`config.mk`:
```
export PLATFORM = sky130hd
export DESIGN_NAME = axis_snapshot_seq
export DESIGN_NICKNAME = d
export VERILOG_FILES = /design/src/rtl/axis_snapshot_seq_pkg.sv /design/src/rtl/axis_snapshot_seq_cnt.sv /design/src/rtl/axis_snapshot_seq.sv
export SDC_FILE = /design/constraint.sdc
export NUM_CORES = 1
export LEC_CHECK = 0
export CAP_MARGIN = 20
export CORE_MARGIN = 10
export CORE_UTILIZATION = 53
export CTS_CLUSTER_SIZE = 25
export DETAILED_ROUTE_END_ITERATION = 12
export PLACE_DENSITY = 0.9
export SETUP_SLACK_MARGIN = 0.15
export SYNTH_ARGS = -nofsm -noshare
export SYNTH_HDL_FRONTEND = slang
export SYNTH_SLANG_ARGS = --single-unit
```
`constraint.sdc`:
```
create_clock -name aclk -period 3.3 [get_ports aclk]
set_clock_uncertainty 0.05 [all_clocks]
set_input_delay 0.66 -clock aclk [delete_from_list [all_inputs] [get_ports aclk]]
set_output_delay 0.66 -clock aclk [all_outputs]
set_load 0.01 [all_outputs]
```
`src/rtl/axis_snapshot_seq_pkg.sv`:
```
`default_nettype none
// +----------------------------------------------------------------------------+
// | Module  : axis_snapshot_seq_pkg                                            |
// | Brief   : State encodings shared by the snapshot sequencer and register map|
// | Revision: 1.0 - initial release                                            |
// +----------------------------------------------------------------------------+
package axis_snapshot_seq_pkg;

    // Values exposed on sts_state; the register map decodes these directly.
    localparam logic [1:0] c_ST_IDLE      = 2'd0;
    localparam logic [1:0] c_ST_WAIT_TRIG = 2'd1;
    localparam logic [1:0] c_ST_DELAY     = 2'd2;
    localparam logic [1:0] c_ST_HOLD      = 2'd3;

    typedef enum logic [1:0] {
        IDLE      = c_ST_IDLE,
        WAIT_TRIG = c_ST_WAIT_TRIG,
        DELAY     = c_ST_DELAY,
        HOLD      = c_ST_HOLD
    } state_t;

endpackage
`default_nettype wire

```
`src/rtl/axis_snapshot_seq_cnt.sv`:
```
`default_nettype none
// +----------------------------------------------------------------------------+
// | Module  : axis_snapshot_seq_cnt                                            |
// | Brief   : Clear/enable up-counter with equality compare against i_cmp_val  |
// | Revision: 1.0 - initial release                                            |
// +----------------------------------------------------------------------------+
module axis_snapshot_seq_cnt #(
    parameter int CNTR_WIDTH = 32
) (
    input  logic                  aclk,
    input  logic                  aresetn,
    input  logic                  i_clr,
    input  logic                  i_en,
    input  logic [CNTR_WIDTH-1:0] i_cmp_val,
    output logic                  o_hit
);

    localparam logic [CNTR_WIDTH-1:0] c_ONE = {{(CNTR_WIDTH-1){1'b0}}, 1'b1};

    logic [CNTR_WIDTH-1:0] r_count;

    always_ff @(posedge aclk) begin
        if (!aresetn || i_clr) begin
            r_count <= '0;
        end else if (i_en) begin
            r_count <= r_count + c_ONE;
        end
    end

    assign o_hit = (r_count == i_cmp_val);

endmodule
`default_nettype wire

```
`src/rtl/axis_snapshot_seq.sv`:
```
`default_nettype none
// +----------------------------------------------------------------------------+
// | Module  : axis_snapshot_seq                                                |
// | Brief   : Armed, triggered single-word AXI4-Stream snapshot sequencer.     |
// |           AXIS_SNAPSHOT_SEQ_TIMEOUT_EN adds a trigger timeout.             |
// | Revision: 1.0 - initial release                                            |
// +----------------------------------------------------------------------------+
module axis_snapshot_seq
    import axis_snapshot_seq_pkg::*;
#(
    parameter int AXIS_TDATA_WIDTH = 32,
    parameter int CNTR_WIDTH       = 32,
    parameter int SNAP_CNT_WIDTH   = 16
) (
    input  logic                        aclk,
    input  logic                        aresetn,
    input  logic [CNTR_WIDTH-1:0]       cfg_delay,
    input  logic [CNTR_WIDTH-1:0]       cfg_period,
`ifdef AXIS_SNAPSHOT_SEQ_TIMEOUT_EN
    input  logic [CNTR_WIDTH-1:0]       cfg_timeout,
    output logic                        sts_timeout,
`endif
    input  logic                        arm,
    input  logic                        abort,
    input  logic                        trig,
    input  logic [AXIS_TDATA_WIDTH-1:0] s_axis_tdata,
    input  logic                        s_axis_tvalid,
    output logic                        s_axis_tready,
    output logic [AXIS_TDATA_WIDTH-1:0] data,
    output logic                        done,
    output logic [SNAP_CNT_WIDTH-1:0]   snap_count,
    output logic [1:0]                  sts_state
);

    localparam logic [CNTR_WIDTH-1:0]     c_CNT_ONE  = {{(CNTR_WIDTH-1){1'b0}}, 1'b1};
    localparam logic [SNAP_CNT_WIDTH-1:0] c_SNAP_ONE = {{(SNAP_CNT_WIDTH-1){1'b0}}, 1'b1};

    state_t                      r_state;
    state_t                      w_next;
    logic                        r_trig_q;
    logic                        w_edge;
    logic                        w_arm_acc;
    logic [CNTR_WIDTH-1:0]       r_delay_lat;
    logic [CNTR_WIDTH-1:0]       r_period_lat;
    logic [AXIS_TDATA_WIDTH-1:0] r_data;
    logic                        r_done;
    logic [SNAP_CNT_WIDTH-1:0]   r_snap_count;
    logic                        w_beat_hit;
    logic                        w_period_hit;
    logic                        w_beat_clr;
    logic                        w_beat_en;
    logic                        w_period_clr;
    logic                        w_period_en;
    logic                        w_capture;
    logic                        w_timeout_fire;

    assign w_edge    = trig & ~r_trig_q;
    assign w_arm_acc = arm & ~abort & ((r_state == IDLE) || (r_state == HOLD));

    always_ff @(posedge aclk) begin
        if (!aresetn) begin
            r_state  <= IDLE;
            r_trig_q <= 1'b0;
        end else begin
            r_state  <= w_next;
            r_trig_q <= trig;
        end
    end

    always_comb begin
        w_next = r_state;
        if (abort) begin
            w_next = IDLE;
        end else begin
            case (r_state)
                IDLE:      if (arm) w_next = WAIT_TRIG;
                WAIT_TRIG: if (w_edge || w_timeout_fire) w_next = DELAY;
                DELAY:     if (w_capture) w_next = HOLD;
                HOLD: begin
                    if (arm) begin
                        w_next = WAIT_TRIG;
                    end else if ((r_period_lat != '0) && w_period_hit) begin
                        w_next = WAIT_TRIG;
                    end
                end
                default:   w_next = IDLE;
            endcase
        end
    end

    // Each counter is held clear outside its own state, so entry always starts at zero.
    always_comb begin
        w_capture    = (r_state == DELAY) && s_axis_tvalid && w_beat_hit && !abort;
        w_beat_clr   = abort || (r_state != DELAY);
        w_beat_en    = (r_state == DELAY) && s_axis_tvalid && !w_beat_hit;
        w_period_clr = abort || arm || (r_state != HOLD);
        w_period_en  = (r_state == HOLD);
    end

    always_ff @(posedge aclk) begin
        if (!aresetn) begin
            r_delay_lat  <= '0;
            r_period_lat <= '0;
        end else if (w_arm_acc) begin
            r_delay_lat  <= cfg_delay;
            r_period_lat <= cfg_period;
        end
    end

    always_ff @(posedge aclk) begin
        if (!aresetn) begin
            r_data       <= '0;
            r_done       <= 1'b0;
            r_snap_count <= '0;
        end else begin
            r_done <= w_capture;
            if (w_capture) begin
                r_data       <= s_axis_tdata;
                r_snap_count <= r_snap_count + c_SNAP_ONE;
            end
        end
    end

    axis_snapshot_seq_cnt #(.CNTR_WIDTH(CNTR_WIDTH)) u_beat_cnt (
        .aclk      (aclk),
        .aresetn   (aresetn),
        .i_clr     (w_beat_clr),
        .i_en      (w_beat_en),
        .i_cmp_val (r_delay_lat),
        .o_hit     (w_beat_hit)
    );

    // HOLD lasts period_lat cycles: the count starts at 0 on entry, so compare one early.
    axis_snapshot_seq_cnt #(.CNTR_WIDTH(CNTR_WIDTH)) u_period_cnt (
        .aclk      (aclk),
        .aresetn   (aresetn),
        .i_clr     (w_period_clr),
        .i_en      (w_period_en),
        .i_cmp_val (r_period_lat - c_CNT_ONE),
        .o_hit     (w_period_hit)
    );

`ifdef AXIS_SNAPSHOT_SEQ_TIMEOUT_EN
    logic [CNTR_WIDTH-1:0] r_timeout_lat;
    logic                  r_sts_timeout;
    logic                  w_tmo_hit;

    always_ff @(posedge aclk) begin
        if (!aresetn) begin
            r_timeout_lat <= '0;
        end else if (w_arm_acc) begin
            r_timeout_lat <= cfg_timeout;
        end
    end

    axis_snapshot_seq_cnt #(.CNTR_WIDTH(CNTR_WIDTH)) u_timeout_cnt (
        .aclk      (aclk),
        .aresetn   (aresetn),
        .i_clr     (abort || (r_state != WAIT_TRIG)),
        .i_en      (r_state == WAIT_TRIG),
        .i_cmp_val (r_timeout_lat - c_CNT_ONE),
        .o_hit     (w_tmo_hit)
    );

    assign w_timeout_fire = (r_state == WAIT_TRIG) && (r_timeout_lat != '0) && w_tmo_hit && !w_edge;

    always_ff @(posedge aclk) begin
        if (!aresetn) begin
            r_sts_timeout <= 1'b0;
        end else if (abort || w_arm_acc) begin
            r_sts_timeout <= 1'b0;
        end else if (w_timeout_fire) begin
            r_sts_timeout <= 1'b1;
        end
    end

    assign sts_timeout = r_sts_timeout;
`else
    assign w_timeout_fire = 1'b0;
`endif

    assign s_axis_tready = 1'b1;
    assign data          = r_data;
    assign done          = r_done;
    assign snap_count    = r_snap_count;
    assign sts_state     = r_state;

endmodule
`default_nettype wire

```
==> impl_metrics.py <==
metrics = {
    "status": {
        "status": "finished, final reports clean",
    },
    "pwr": {
        "power.share.sequential": 0.455,
        "p_int_w": 0.003783,
        "comb_power_share": 0.122,
        "p_sw_w": 0.001192,
        "power_density_nw_per_um2": 445.5,
        "vdd.ir_drop.worst_uv": 385.0,
        "leakage_nw": 3.982,
        "clkPwrFrac": 0.424,
        "swShare": 0.2396,
    },
    "global_routing": {
        "grt_max_degree": 48,
        "antenna_found_initial": 1,
        "grt_pass1_vias": 7685,
        "grt_first_pass_wirelength_um": 38570,
        "grt-ovfl-total": 0,
        "grtUsageTotal": 0.2122,
    },
    "placement": {
        "dp_hpwl_um": 17450,
        "gp_congestion": 0.9446,
        "port_buffers": 152,
        "place_ws_ns": 0.04934,
        "placed_cell_area_um2": 10510,
    },
    "route": {
        "route.detailed.drc": 0,
        "vias": 7694,
        "routedWlPerCell_um": 16.56,
        "avgViaCountPerCell": 5.411,
        "drtIter0Drc": 527,
        "finalWirelength_um": 23550,
        "dr.pass1.iters": 5,
        "antenna_left": 0,
    },
    "sta": {
        "finalWorstSetupSlack_ns": 0.3086,
        "setup_viol": 0,
        "setup_tns_ns": 0,
        "finalHoldViolCount": 0,
        "min_period_over_period": 0.9065,
        "drv_slew": 0,
        "period_minus_slack_ns": 2.991,
        "holdWs_ns": 0.4078,
        "max_freq_mhz": 334.3,
        "rsz0062_at_grt": "false",
    },
    "setup_path": {
        "arrival_ns": 3.26,
        "crit_chain": "inv_1 -> ha_1 -> or3b_4 -> o21ai_2 -> a21oi_1 -> nand4b_1 -> or4_1 -> nor4_4 -> a311o_2 -> nand3_1 -> and3_1",
        "slowest_stage": "or4_1",
        "end_kind": "flip-flop",
        "cp_max_fo": 8,
        "max_stage_delay_ns": 0.58,
        "cp.required_ns": 3.56,
        "cp-start-kind": "flip-flop",
        "criticalPathCategory": "flip-flop to flip-flop",
    },
    "synthesis": {
        "syn_inst": 1051,
        "seq_area_frac_synth": 0.4118,
        "synthDistinctLibCells": 59,
        "ys_warn_count": 0,
        "yosys_most_used_dff": "dfxtp_1",
        "async_flop_share": 0,
        "synth_nets": 1163,
        "ys_ff_latch": 180,
        "yosysTopAreaCell": "dfxtp_1",
        "yosys-top-cells-area": "dfxtp_1 41%, nand2_1 10%, a21boi_0 8.4%",
        "netlist.area_leader.share": 0.4118,
        "syn_area_per_cell_um2": 8.326,
        "syn_area_um2": 8751,
        "synth_edf_count": 0,
    },
    "cells_and_area": {
        "multi_input_area_um2": 4916,
        "stdcell_area_um2": 11170,
        "fill_cells": 1236,
        "area_growth_pct": 27.61,
        "num-nets-final": 1305,
        "drive_gt1_frac": 0.06141,
        "seqCellArea_um2": 3603,
    },
    "floorplanning": {
        "io_pins": 154,
        "design.core.area_um2": 16060,
        "die-width_um": 148.5,
        "dieArea_um2": 22050,
        "floorplan.die.height_um": 148.5,
        "rows": 46,
        "start_util": 0.5450,
    },
    "run": {
        "drv_cap": 0,
    },
    "cts": {
        "clock-sinks": 180,
        "tritoncts": "built",
        "clk_path_buf_depth": 2,
        "cts_root_buf": "clkbuf_16",
        "cts_setup_buffers": 0,
        "clk_latency_ns": 0.43,
        "cts_max_level": 4,
        "ctsHoldBuffers": 0,
        "clkTransAtPathRegs_ns": 0.07,
        "cts_buffers": 17,
    },
    "min_path": {
        "hold_class": "flip-flop to flip-flop",
    },
}
## final cells by class
| class | instances | share of cell area |
|---|---|---|
| multi-input combinational | 804 | 0.4402 |
| clock buffer | 21 | 0.04213 |
| antenna | 1 | 0.0002241 |
| tap | 216 | 0.02420 |
| sequential | 180 | 0.3227 |
| timing repair buffer | 176 | 0.1531 |
| inverter | 14 | 0.004706 |
| clock inverter | 10 | 0.01277 |
## per-layer routing
layer,global-route usage,wire (um),vias to the layer above
met3,0.08404,2144,43
met2,0.3458,10890,238
met4,0.07185,548,0
met5,0,0,-
li1,-,-,3823
met1,0.2482,9960,3590
## kinds of logic (layout without fill, tap and decap cells)
family,Yosys count,in the layout,synth area share
AOI/OAI and AO/OA,151,151,0.1227
xor gates and xnor gates,141,141,0.1427
adders and majority gates,10,10,0.01430
buffers and inverters,67,221,0.03145
DFF,180,180,0.4118
muxes,5,5,0.006005
other,1,2,0.0004285
and+or+nand+nor,496,496,0.2707
## repair_timing
| action | in CTS | in global routing |
|---|---|---|
| resized for setup | 2 | 6 |
| setup endpoints to repair | 2 | 2 |
| endpoints found under the hold margin | 0 | 0 |
| pin swaps | 0 | 2 |
## cell usage after synthesis (3+ instances only)
cell type and number:
a21boi_0 98, clkbuf_1 45, and3_1 23, nor2_1 70, nor4_1 19, inv_1 14
buf_1 3, or4_1 7, and4_1 10, o21ai_0 14, mux2i_1 3, nor3_1 15
and2_1 24, nand3_1 26, nor2b_1 4, a21oi_1 17, a31oi_1 3, xnor2_1 71
xor2_1 69, o31ai_1 3, or2_2 3, nand2_1 237, or3_1 14, ha_1 10
dfxtp_1 180, nand4_1 29
## final timing paths
kind                                      from                         to  slack (ns)  depth (start not counted)
setup / recovery  r_period_lat[0]$_SDFFE_PN0P_  sts_state[0]$_SDFFE_PP0P_        0.31                         11
hold / removal            data[0]$_SDFFE_PN0P_       data[0]$_SDFFE_PN0P_        0.41                          2
setup reg to reg  r_period_lat[0]$_SDFFE_PN0P_  sts_state[0]$_SDFFE_PP0P_        0.31                         11
hold reg to reg           data[0]$_SDFFE_PN0P_       data[0]$_SDFFE_PN0P_        0.41                          2
## stage by stage
stage,util,cells,power [W]
6_report,0.6954,1422,0.004975
5_1_grt,0.6953,1421,0.005152
4_1_cts,0.6935,1421,0.004990
3_5_place_dp,0.6546,1390,0.002894
3_3_place_gp,0.6546,1390,0.002887
2_1_floorplan,-,1051,0.002658
## worst max-delay path: cells and delay by family (launching register included)
family | cells | cell delay (ns)
flops | 1 | 0.34
fa+ha+maj | 1 | 0.21
buf+inv | 1 | 0.09
simple gates | 6 | 1.69
compound gates | 3 | 0.49
## sequential cells by signal, indices dropped and copies added (netlist names)
name,flops
data,32
r_period_lat,32
done,1
snap_count,16
r_delay_lat,32
u_beat_cnt.r_count,32
r_trig_q,1
sts_state,2
u_period_cnt.r_count,32
## placed cells by master, fill, tap and decap left out, types with 19 or more instances in the layout
master,Yosys,final
nand2_1,237,236
dfxtp_1,180,180
clkdlybuf4s50_1,0,151
a21boi_0,98,98
xnor2_1,71,71
nor2_1,70,70
xor2_1,69,69
nand4_1,29,29
nand3_1,26,26
and2_1,24,23
and3_1,23,23
buf_4,2,23
nor4_1,19,19
## power by group through the flow
stage          registers (W)  logic, W  clock network, W
5_1_grt              0.00227  0.000670           0.00222
6_report             0.00226  0.000606           0.00211
2_1_floorplan        0.00229  0.000365                 0
4_1_cts              0.00226  0.000597           0.00213
3_5_place_dp         0.00231  0.000586                 0
3_3_place_gp         0.00231  0.000580                 0
Power figures use the tool's default switching activity.
